**src/rtl/chan_tx_sched_pkg.sv**
```systemverilog
// rtl/chan_tx_sched_pkg.sv - shared types, defaults and header packing for chan_tx_sched
package chan_tx_sched_pkg;

    typedef enum logic [1:0] {
        ST_IDLE = 2'd0,
        ST_HDR  = 2'd1,
        ST_DATA = 2'd2,
        ST_GAP  = 2'd3
    } state_t;

    localparam logic [7:0] HDR_MAGIC_DEF = 8'hA5;
    localparam int         IFG_DEF       = 12;
    localparam int         SEQ_W         = 16;

    // Header layout, MSB first: tag(8) | 4'h0 | id(4) | len(8) | seq(16) | 24'h0
    function automatic logic [63:0] make_hdr(input logic [7:0]  magic,
                                             input logic [3:0]  id,
                                             input logic [7:0]  len,
                                             input logic [15:0] seq);
        return {magic, 4'h0, id, len, seq, 24'h0};
    endfunction

endpackage

```
**src/rtl/rr_arbiter.sv**
```systemverilog
// rtl/rr_arbiter.sv - combinational round-robin picker, first eligible bit strictly after ptr
//
// Ports:
//   req   : request vector
//   mask  : eligibility vector, ANDed with req
//   ptr   : index of the previous winner; search starts at ptr+1 and wraps
//   grant : one-hot winner (all zero when nothing eligible)
//   id    : binary index of the winner
//   any   : at least one eligible request
module rr_arbiter #(
    parameter int N   = 16,
    parameter int IDW = (N > 1) ? $clog2(N) : 1
) (
    input  logic [N-1:0]   req,
    input  logic [N-1:0]   mask,
    input  logic [IDW-1:0] ptr,
    output logic [N-1:0]   grant,
    output logic [IDW-1:0] id,
    output logic           any
);

    logic [N-1:0]   elig;
    logic           found;
    logic [IDW-1:0] idx;

    assign elig = req & mask;
    assign any  = |elig;

    always_comb begin
        grant = '0;
        id    = '0;
        found = 1'b0;
        idx   = '0;
        // Offsets 1..N visit ptr+1 first and ptr itself last, so the
        // previous winner has the lowest priority.
        for (int k = 1; k <= N; k++) begin
            idx = IDW'((int'(ptr) + k) % N);
            if (!found && elig[idx]) begin
                found      = 1'b1;
                grant[idx] = 1'b1;
                id         = idx;
            end
        end
    end

endmodule

```
**src/rtl/chan_tx_sched.sv**
```systemverilog
// rtl/chan_tx_sched.sv - round-robin scheduler framing channel FIFO bursts onto one TX stream
//
// Ports:
//   fifo_clk, rst            : clock, synchronous active-high reset
//   en                       : scheduler enable, only looked at when idle
//   ch_mask, ch_req, ch_len  : per-channel eligibility, burst-ready flag, burst length
//   ch_data                  : per-channel FWFT head word
//   ch_rd                    : one-hot pop strobe to the granted FIFO
//   ch_grant                 : one-hot grant, header through last data beat
//   tx_data/valid/sop/eop    : framed output stream, tx_ready is the sink handshake
//   busy                     : not idle
//   frame_seq                : sequence number the next frame will carry
module chan_tx_sched
    import chan_tx_sched_pkg::*;
#(
    parameter int         NCH       = 16,
    parameter int         DW        = 64,
    parameter int         LW        = 8,
    parameter int         IFG_CYC   = IFG_DEF,
    parameter logic [7:0] HDR_MAGIC = HDR_MAGIC_DEF
) (
    input  logic                fifo_clk,
    input  logic                rst,
    input  logic                en,
    input  logic [NCH-1:0]      ch_mask,
    input  logic [NCH-1:0]      ch_req,
    input  logic [NCH*LW-1:0]   ch_len,
    input  logic [NCH*DW-1:0]   ch_data,
    output logic [NCH-1:0]      ch_rd,
    output logic [NCH-1:0]      ch_grant,
    output logic [DW-1:0]       tx_data,
    output logic                tx_valid,
    output logic                tx_sop,
    output logic                tx_eop,
    input  logic                tx_ready,
    output logic                busy,
    output logic [SEQ_W-1:0]    frame_seq
);

    localparam int IDW = (NCH > 1) ? $clog2(NCH) : 1;
    localparam int GW  = $clog2(IFG_CYC + 1);

    state_t         state, next_state;
    logic [IDW-1:0] rr_ptr;
    logic [NCH-1:0] arb_grant;
    logic [IDW-1:0] arb_id;
    logic           arb_any;
    logic           start;

    logic [NCH-1:0] gnt_oh;
    logic [IDW-1:0] gnt_id;
    logic [LW-1:0]  gnt_len;
    logic [LW-1:0]  wcnt;
    logic [GW-1:0]  gap_cnt;
    logic           last_word;

    logic [DW-1:0]  data_arr [NCH];
    logic [LW-1:0]  len_arr  [NCH];

    for (genvar g = 0; g < NCH; g++) begin : g_unpack
        assign data_arr[g] = ch_data[g*DW +: DW];
        assign len_arr[g]  = ch_len[g*LW +: LW];
    end

    rr_arbiter #(.N(NCH), .IDW(IDW)) u_arb (
        .req   (ch_req),
        .mask  (ch_mask),
        .ptr   (rr_ptr),
        .grant (arb_grant),
        .id    (arb_id),
        .any   (arb_any)
    );

    assign start     = (state == ST_IDLE) && en && arb_any;
    assign last_word = (wcnt == gnt_len - LW'(1));

    always_comb begin
        next_state = state;
        tx_valid   = 1'b0;
        tx_sop     = 1'b0;
        tx_eop     = 1'b0;
        tx_data    = '0;
        ch_rd      = '0;
        ch_grant   = '0;
        busy       = (state != ST_IDLE);
        case (state)
            ST_IDLE: begin
                if (start) next_state = ST_HDR;
            end
            ST_HDR: begin
                tx_valid = 1'b1;
                tx_sop   = 1'b1;
                tx_eop   = (gnt_len == '0);
                tx_data  = DW'(make_hdr(HDR_MAGIC, 4'(gnt_id), 8'(gnt_len), frame_seq));
                ch_grant = gnt_oh;
                if (tx_ready) next_state = (gnt_len == '0) ? ST_GAP : ST_DATA;
            end
            ST_DATA: begin
                tx_valid = 1'b1;
                tx_eop   = last_word;
                tx_data  = data_arr[gnt_id];
                ch_grant = gnt_oh;
                // Pop only on a real accept so the FWFT head stays put under backpressure.
                if (tx_ready) begin
                    ch_rd = gnt_oh;
                    if (last_word) next_state = ST_GAP;
                end
            end
            ST_GAP: begin
                if (gap_cnt == GW'(IFG_CYC - 1)) next_state = ST_IDLE;
            end
            default: next_state = ST_IDLE;
        endcase
    end

    always_ff @(posedge fifo_clk) begin
        if (rst) begin
            state     <= ST_IDLE;
            rr_ptr    <= IDW'(NCH - 1);
            gnt_oh    <= '0;
            gnt_id    <= '0;
            gnt_len   <= '0;
            wcnt      <= '0;
            gap_cnt   <= '0;
            frame_seq <= '0;
        end else begin
            state <= next_state;
            case (state)
                ST_IDLE: begin
                    gap_cnt <= '0;
                    if (start) begin
                        gnt_oh  <= arb_grant;
                        gnt_id  <= arb_id;
                        gnt_len <= len_arr[arb_id];
                        rr_ptr  <= arb_id;
                        wcnt    <= '0;
                    end
                end
                ST_HDR: begin
                    if (tx_ready) frame_seq <= frame_seq + 16'd1;
                end
                ST_DATA: begin
                    if (tx_ready) wcnt <= wcnt + LW'(1);
                end
                ST_GAP: begin
                    gap_cnt <= gap_cnt + GW'(1);
                end
                default: ;
            endcase
        end
    end

endmodule

```
**config.mk**
```make
export PLATFORM = sky130hd
export DESIGN_NAME = chan_tx_sched
export DESIGN_NICKNAME = d
export VERILOG_FILES = /design/src/rtl/chan_tx_sched_pkg.sv /design/src/rtl/rr_arbiter.sv /design/src/rtl/chan_tx_sched.sv
export SDC_FILE = /design/constraint.sdc
export NUM_CORES = 1
export LEC_CHECK = 0
export ABC_CLOCK_PERIOD_IN_PS = 5720
export BUFFER_PORTS_ARGS = -buffer_cell sky130_fd_sc_hd__buf_2
export CAP_MARGIN = 20
export CORE_AREA = 2 2 512 514
export CTS_CLUSTER_SIZE = 14
export DETAILED_ROUTE_END_ITERATION = 16
export DIE_AREA = 0 0 514 516
export PLACE_DENSITY = 0.3
export SLEW_MARGIN = 10
export SYNTH_ARGS = -nofsm -noshare
export SYNTH_HDL_FRONTEND = slang
export SYNTH_SLANG_ARGS = --single-unit
export TNS_END_PERCENT = 1
```
**constraint.sdc**
```tcl
create_clock -name fifo_clk -period 5.72 [get_ports fifo_clk]
set_clock_uncertainty 0.2 [all_clocks]
set_input_delay 0.572 -clock fifo_clk [delete_from_list [all_inputs] [get_ports fifo_clk]]
set_output_delay 0.572 -clock fifo_clk [all_outputs]
set_load 0.02 [all_outputs]
```
==> results of run 1 <==
-- routing by layer --
layer  GRT usage, %  vias up  wire, um  part of all wire (%)
li1               -     9009         -                     -
met4          4.328       76      7232                   3.3
met1          16.06    11160     74780                    35
met5              0        -       504                  0.23
met2          29.72     1339    115900                    54
met3          4.905      368     17680                   8.2
-- synth_stat cells (24+ instances only) --
library cell / number / area share, %
mux4_2: 353 / 50
and2_1: 42 / 1.6
clkbuf_1: 101 / 2.4
nor2_1: 97 / 2.3
a32o_1: 28 / 1.8
o21ai_0: 42 / 1.3
ha_1: 26 / 2.0
nor3_1: 30 / 0.94
mux2i_1: 70 / 4.4
a22oi_1: 25 / 1.2
buf_1: 33 / 0.77
dfxtp_1: 62 / 7.8
and3_1: 24 / 0.94
a21oi_1: 47 / 1.5
nor2b_1: 40 / 1.6
xor2_1: 24 / 1.3
nand3_1: 29 / 0.91
nand2_1: 123 / 2.9
-- sequential cells by signal (all words and copies together) (netlist names) --
register   flops
frame_seq     16
rr_ptr         4
gnt_len        8
gnt_id         4
gnt_oh        16
wcnt           8
state          2
gap_cnt        4
-- critical path, delay by kind of cell (launching register included) --
| kind | cells | cell delay (ps) |
|---|---|---|
| compound gates | 6 | 1320 |
| fa+ha+maj | 1 | 430 |
| buf+inv | 7 | 1240 |
| flops | 1 | 390 |
| mux | 1 | 340 |
| simple gates | 5 | 1280 |
-- path summary, 6_finish.rpt --
path              slack, ps    endpoint       start  cells past startpoint
setup / recovery        430  gnt_len[4]   rr_ptr[1]                     20
hold / removal          300  gap_cnt[2]  gap_cnt[2]                      2
hold reg to reg         300  gap_cnt[2]  gap_cnt[2]                      2
setup reg to reg        430  gnt_len[4]   rr_ptr[1]                     20
-- cell type report --
type,count,area (um^2)
diodes,74,185.2
clock buffers,10,250.2
clock inverters,6,97.59
fillers,30260,230900
inverters,18,67.56
multi-input cells,1253,14100
flip-flops and latches,62,1257
well taps,3402,4257
repair buffers,1487,8115
-- stage by stage --
stage / setup WS [ps] / instance area [um^2] / util [%] / total power [uW] / hold slack [ps]
floorplan: 458.2 / 16010 / - / 8053 / 263.1
global placement: 262.1 / 27780 / 10.72 / 14590 / 285.1
detailed placement: 324.6 / 27800 / 10.72 / 14560 / 288.9
CTS: 318.1 / 28150 / 10.86 / 15350 / 298.0
global route: 100.9 / 28220 / 10.89 / 15900 / 340.0
finish: 431.0 / 28330 / 10.93 / 14900 / 296.2
-- logic make-up after synthesis --
family | synth area share, %
buf+inv | 4.649
compound gates | 13.29
flops | 7.751
mux | 54.81
xor+xnor | 2.672
fa+ha+maj | 2.032
simple gates | 14.80
-- report_power, final --
group	total, uW	switching, uW	leakage [uW]	internal [uW]
Sequential	843	312	0.000508	532
Combinational	13400	7440	0.0107	5910
Clock	705	289	0.000171	416
==> results.json, run 1 <==
{
  "outcome": "finished, final reports clean",
  "ys_seq_elements": 62,
  "grt_use_total_pct": 15.54,
  "cts.path.max_buffers": 2,
  "place_inst": 6222,
  "io_pins": 1304,
  "slew_headroom_pct": 42.16,
  "clk_latency_ps": 390,
  "wl_per_cell_um": 34.23,
  "crit_required_ps": 5820,
  "setup_viol": 0,
  "yosysWarnings": 0,
  "power_leakage_uw": 0.01135,
  "io_buffers": 1303,
  "cts_tree": "done",
  "drive_above_1_share_pct": 67.21,
  "fmax_mhz": 189.1,
  "ys_seq_area_share_pct": 7.751,
  "ctsResizeCount": 0,
  "root_buffer": "clkbuf_16",
  "grt_pass1_wl_um": 262000,
  "critPathCaptureType": "flip-flop",
  "cts.clk_slew.worst_paths_ps": 70,
  "grt_max_degree": 72,
  "viasPerCell": 3.477,
  "final_cell_mix": "1303 x buf_2, 353 x mux4_2, 167 x buf_4",
  "rsz0062_at_grt": "no",
  "cts_setup_buffers": 0,
  "fp.dieArea_um2": 265200,
  "die_height_um": 516,
  "ys.flop_type": "dfxtp_1",
  "async_reset_ff_share_pct": 0,
  "drv_cap": 0,
  "hold_class": "reg2reg",
  "grt_overflow": 0,
  "flow.area_growth_from_synthesis_pct": 76.95,
  "cts_inserted_buffers": 9,
  "critical_path.most_common_cell": "buf_4",
  "final_max_slew_viol_count": 0,
  "fp.dieW_um": 514,
  "yosysUniqueCellTypes": 86,
  "max_stage_delay_ps": 440,
  "num_vias": 21950,
  "min_period_ps": 5289,
  "grt_pass1_vias": 22200,
  "crit_type": "reg2reg",
  "cp_max_fo": 13,
  "syn_inst": 1489,
  "hpwl_um": 198300,
  "tightest_slew_ps": 867.6,
  "mostFrequentLayoutCell": "buf_2",
  "start_kind": "flip-flop",
  "core_area_um2": 259200,
  "first_pass_iters": 6,
  "synth_edf_count": 0,
  "hold_viol_final": 0,
  "power.density_nw_per_um2": 526.0,
  "row_count": 187,
  "post_synth_instance_area_um2": 16010,
  "crit_path_cell_trace": "clkinv_1, ha_1, buf_4, mux4_2, a22o_1, or2_0, or3_4, buf_4, or3_1, buf_4, o22ai_1, o211ai_1, a311oi_4, buf_12, buf_4, nor2_2, buf_12, a22oi_1, nand2_1, o221ai_1",
  "tns_ps": 0,
  "antenna_left": 0,
  "ctsHoldBuffers": 0,
  "synth.net_count": 2703,
  "routabilityCongestion": 0.9341,
  "initial_core_util_pct": 6.177,
  "first_iter_violations": 1577,
  "instances_no_fill": 6312,
  "cts-htree-levels": 3,
  "syn_area_per_cell_um2": 10.75,
  "post-route-period-util_pct": 92.46,
  "antenna_found_initial": 207,
  "fin_nets": 4045,
  "cp_data_arrival_time_ps": 5390,
  "drt_wl_total_um": 216100,
  "drc": 0,
  "cts_num_sinks": 62,
  "slowest_stage": "or3_4",
  "vdd_drop_max_mv": 0.5212
}
Power figures use the tool's default switching activity.
==> inputs of run 2 (changes only) <==
==> constraint.sdc (replaced) <==
create_clock -name fifo_clk -period 5.72 [get_ports fifo_clk]
set_clock_uncertainty 0.2 [all_clocks]
set_input_delay 1.144 -clock fifo_clk [delete_from_list [all_inputs] [get_ports fifo_clk]]
set_output_delay 1.144 -clock fifo_clk [all_outputs]
set_load 0.02 [all_outputs]
==> results.json, run 2 (synthesized netlist as in run 1, its figures left out) <==
{
  "outcome": "finished, final reports clean",
  "flow.area_growth_from_synthesis_pct": 76.43,
  "power_frac_comb_pct": 89.7,
  "final_cell_mix": "1303 x buf_2, 353 x mux4_2, 149 x buf_4",
  "grt_overflow": 0,
  "grt_pass1_wl_um": 264900,
  "hold_viol_final": 0,
  "cts.path.max_buffers": 2,
  "ctsResizeCount": 0,
  "post-route-period-util_pct": 94.03,
  "fp.dieArea_um2": 265200,
  "antenna_left": 0,
  "place_inst": 6203,
  "rsz0062_at_grt": "no",
  "worst-path-buf-inv": 5,
  "hold_class": "reg2reg",
  "vdd_drop_max_mv": 0.4373,
  "seqPwrFrac_pct": 5.6,
  "cts_tree": "done",
  "mostFrequentLayoutCell": "buf_2",
  "grt_max_degree": 90,
  "first_pass_iters": 7,
  "slew_headroom_pct": 37.03,
  "slowest_stage": "mux4_2",
  "tns_ps": 0,
  "num_vias": 21940,
  "drc": 0,
  "grtUsageMet3_pct": 3.497,
  "cp_top_family": "multiplexers",
  "power_leakage_uw": 0.01124,
  "initial_core_util_pct": 6.177,
  "crit_type": "reg2reg",
  "final_max_slew_viol_count": 0,
  "routabilityCongestion": 0.9313,
  "drive_above_1_share_pct": 67.02,
  "switching_share_pct": 54.87,
  "fp.dieW_um": 514,
  "fmax_mhz": 185.9,
  "grt_use_total_pct": 15.61,
  "viasPerCell": 3.469,
  "cts_inserted_buffers": 9,
  "power.density_nw_per_um2": 525.3,
  "antenna_found_initial": 205,
  "grt_pass1_vias": 22460,
  "cp_data_arrival_time_ps": 5430,
  "instances_no_fill": 6323,
  "first_iter_violations": 1699,
  "grt_use_met1_pct": 17.29,
  "max_stage_delay_ps": 640,
  "tightest_slew_ps": 920.7,
  "io_buffers": 1303,
  "crit_required_ps": 5770,
  "cts.clk_slew.worst_paths_ps": 70,
  "critical_path.most_common_cell": "buf_4",
  "cts_setup_buffers": 0,
  "critPathCaptureType": "flip-flop",
  "root_buffer": "clkbuf_16",
  "drv_cap": 0,
  "ctsHoldBuffers": 0,
  "busiest_layer": "met2",
  "wl_per_cell_um": 34.26,
  "cp_max_fo": 17,
  "cts-htree-levels": 3,
  "top_regs": "frame_seq (16), gnt_oh (16)",
  "clk_latency_ps": 380,
  "p_int_uw": 6698,
  "cts_num_sinks": 62,
  "start_kind": "flip-flop",
  "io_pins": 1304,
  "row_count": 187,
  "hpwl_um": 198300,
  "globalRouteMet2Util_pct": 29.44,
  "core_area_um2": 259200,
  "setup_viol": 0,
  "die_height_um": 516,
  "crit_path_cell_trace": "clkinv_1, ha_1, xor2_1, buf_4, mux4_2, mux2i_2, nand4_1, nor4_2, buf_4, buf_4, nand2_1, a21oi_1, a21oi_4, buf_12, mux2i_1, a22oi_1, nand2_1, o221ai_1",
  "fin_nets": 4026,
  "drt_wl_total_um": 216600,
  "min_period_ps": 5379,
  "p_sw_uw": 8143,
  "clkPwrFrac_pct": 4.7
}
-- run 2: cell count changes in the layout (fill, tap and decap cells not counted), sizes merged --
| cell | delta |
|---|---|
| buf | -19 |
| diode | +30 |
-- run 2: cell type report --
class	instances	area (um^2)
Sequential cell	62	1257
Clock buffer	10	250.2
Clock inverter	6	97.59
Multi-Input combinational cell	1253	14110
Timing Repair Buffer	1468	7951
Tap cell	3402	4257
Inverter	18	67.56
Antenna cell	104	260.3
Fill cell	30200	231000
-- run 2: final timing paths --
| path | start | to | slack [ps] | cells past startpoint |
|---|---|---|---|---|
| min reg2reg | gap_cnt[2] | gap_cnt[2] | 300 | 2 |
| max | rr_ptr[1] | gnt_len[4] | 340 | 18 |
| max reg2reg | rr_ptr[1] | gnt_len[4] | 340 | 18 |
| min | gap_cnt[2] | gap_cnt[2] | 300 | 2 |
-- run 2: through the flow --
stage / cell area (um^2) / util [%] / hold slack, ps / total power, uW / setup WS (ps)
after floorplan: 16010 / - / 263.1 / 8053 / 458.2
after global placement: 27630 / 10.66 / 279.1 / 14570 / -45.03
after detailed placement: 27630 / 10.66 / 287.3 / 14490 / -39.16
after CTS: 27980 / 10.79 / 296.9 / 15270 / 17.31
after global routing: 28120 / 10.85 / 328.6 / 15850 / 60.74
final: 28250 / 10.90 / 296.5 / 14840 / 341.5
-- run 2: power by group through the flow --
| stage | registers [uW] | clock network (uW) | logic (uW) |
|---|---|---|---|
| 6_report | 827 | 701 | 13300 |
| 5_1_grt | 863 | 747 | 14200 |
| 4_1_cts | 868 | 740 | 13700 |
| 3_5_place_dp | 876 | 0 | 13600 |
| 3_3_place_gp | 878 | 0 | 13700 |
| 2_1_floorplan | 590 | 0 | 7460 |
-- run 2: tightest hold or removal path, delay by kind of cell, from the launching register on --
kind	cells	cell delay, ps
compound gates	2	130
flops	1	320
-- run 2: metal layers --
metal / wire length [um] / vias to the layer above
li1: - / 9020
met1: 79280 / 11160
met2: 114700 / 1349
met3: 14530 / 349
met4: 7754 / 60
met5: 410 / -
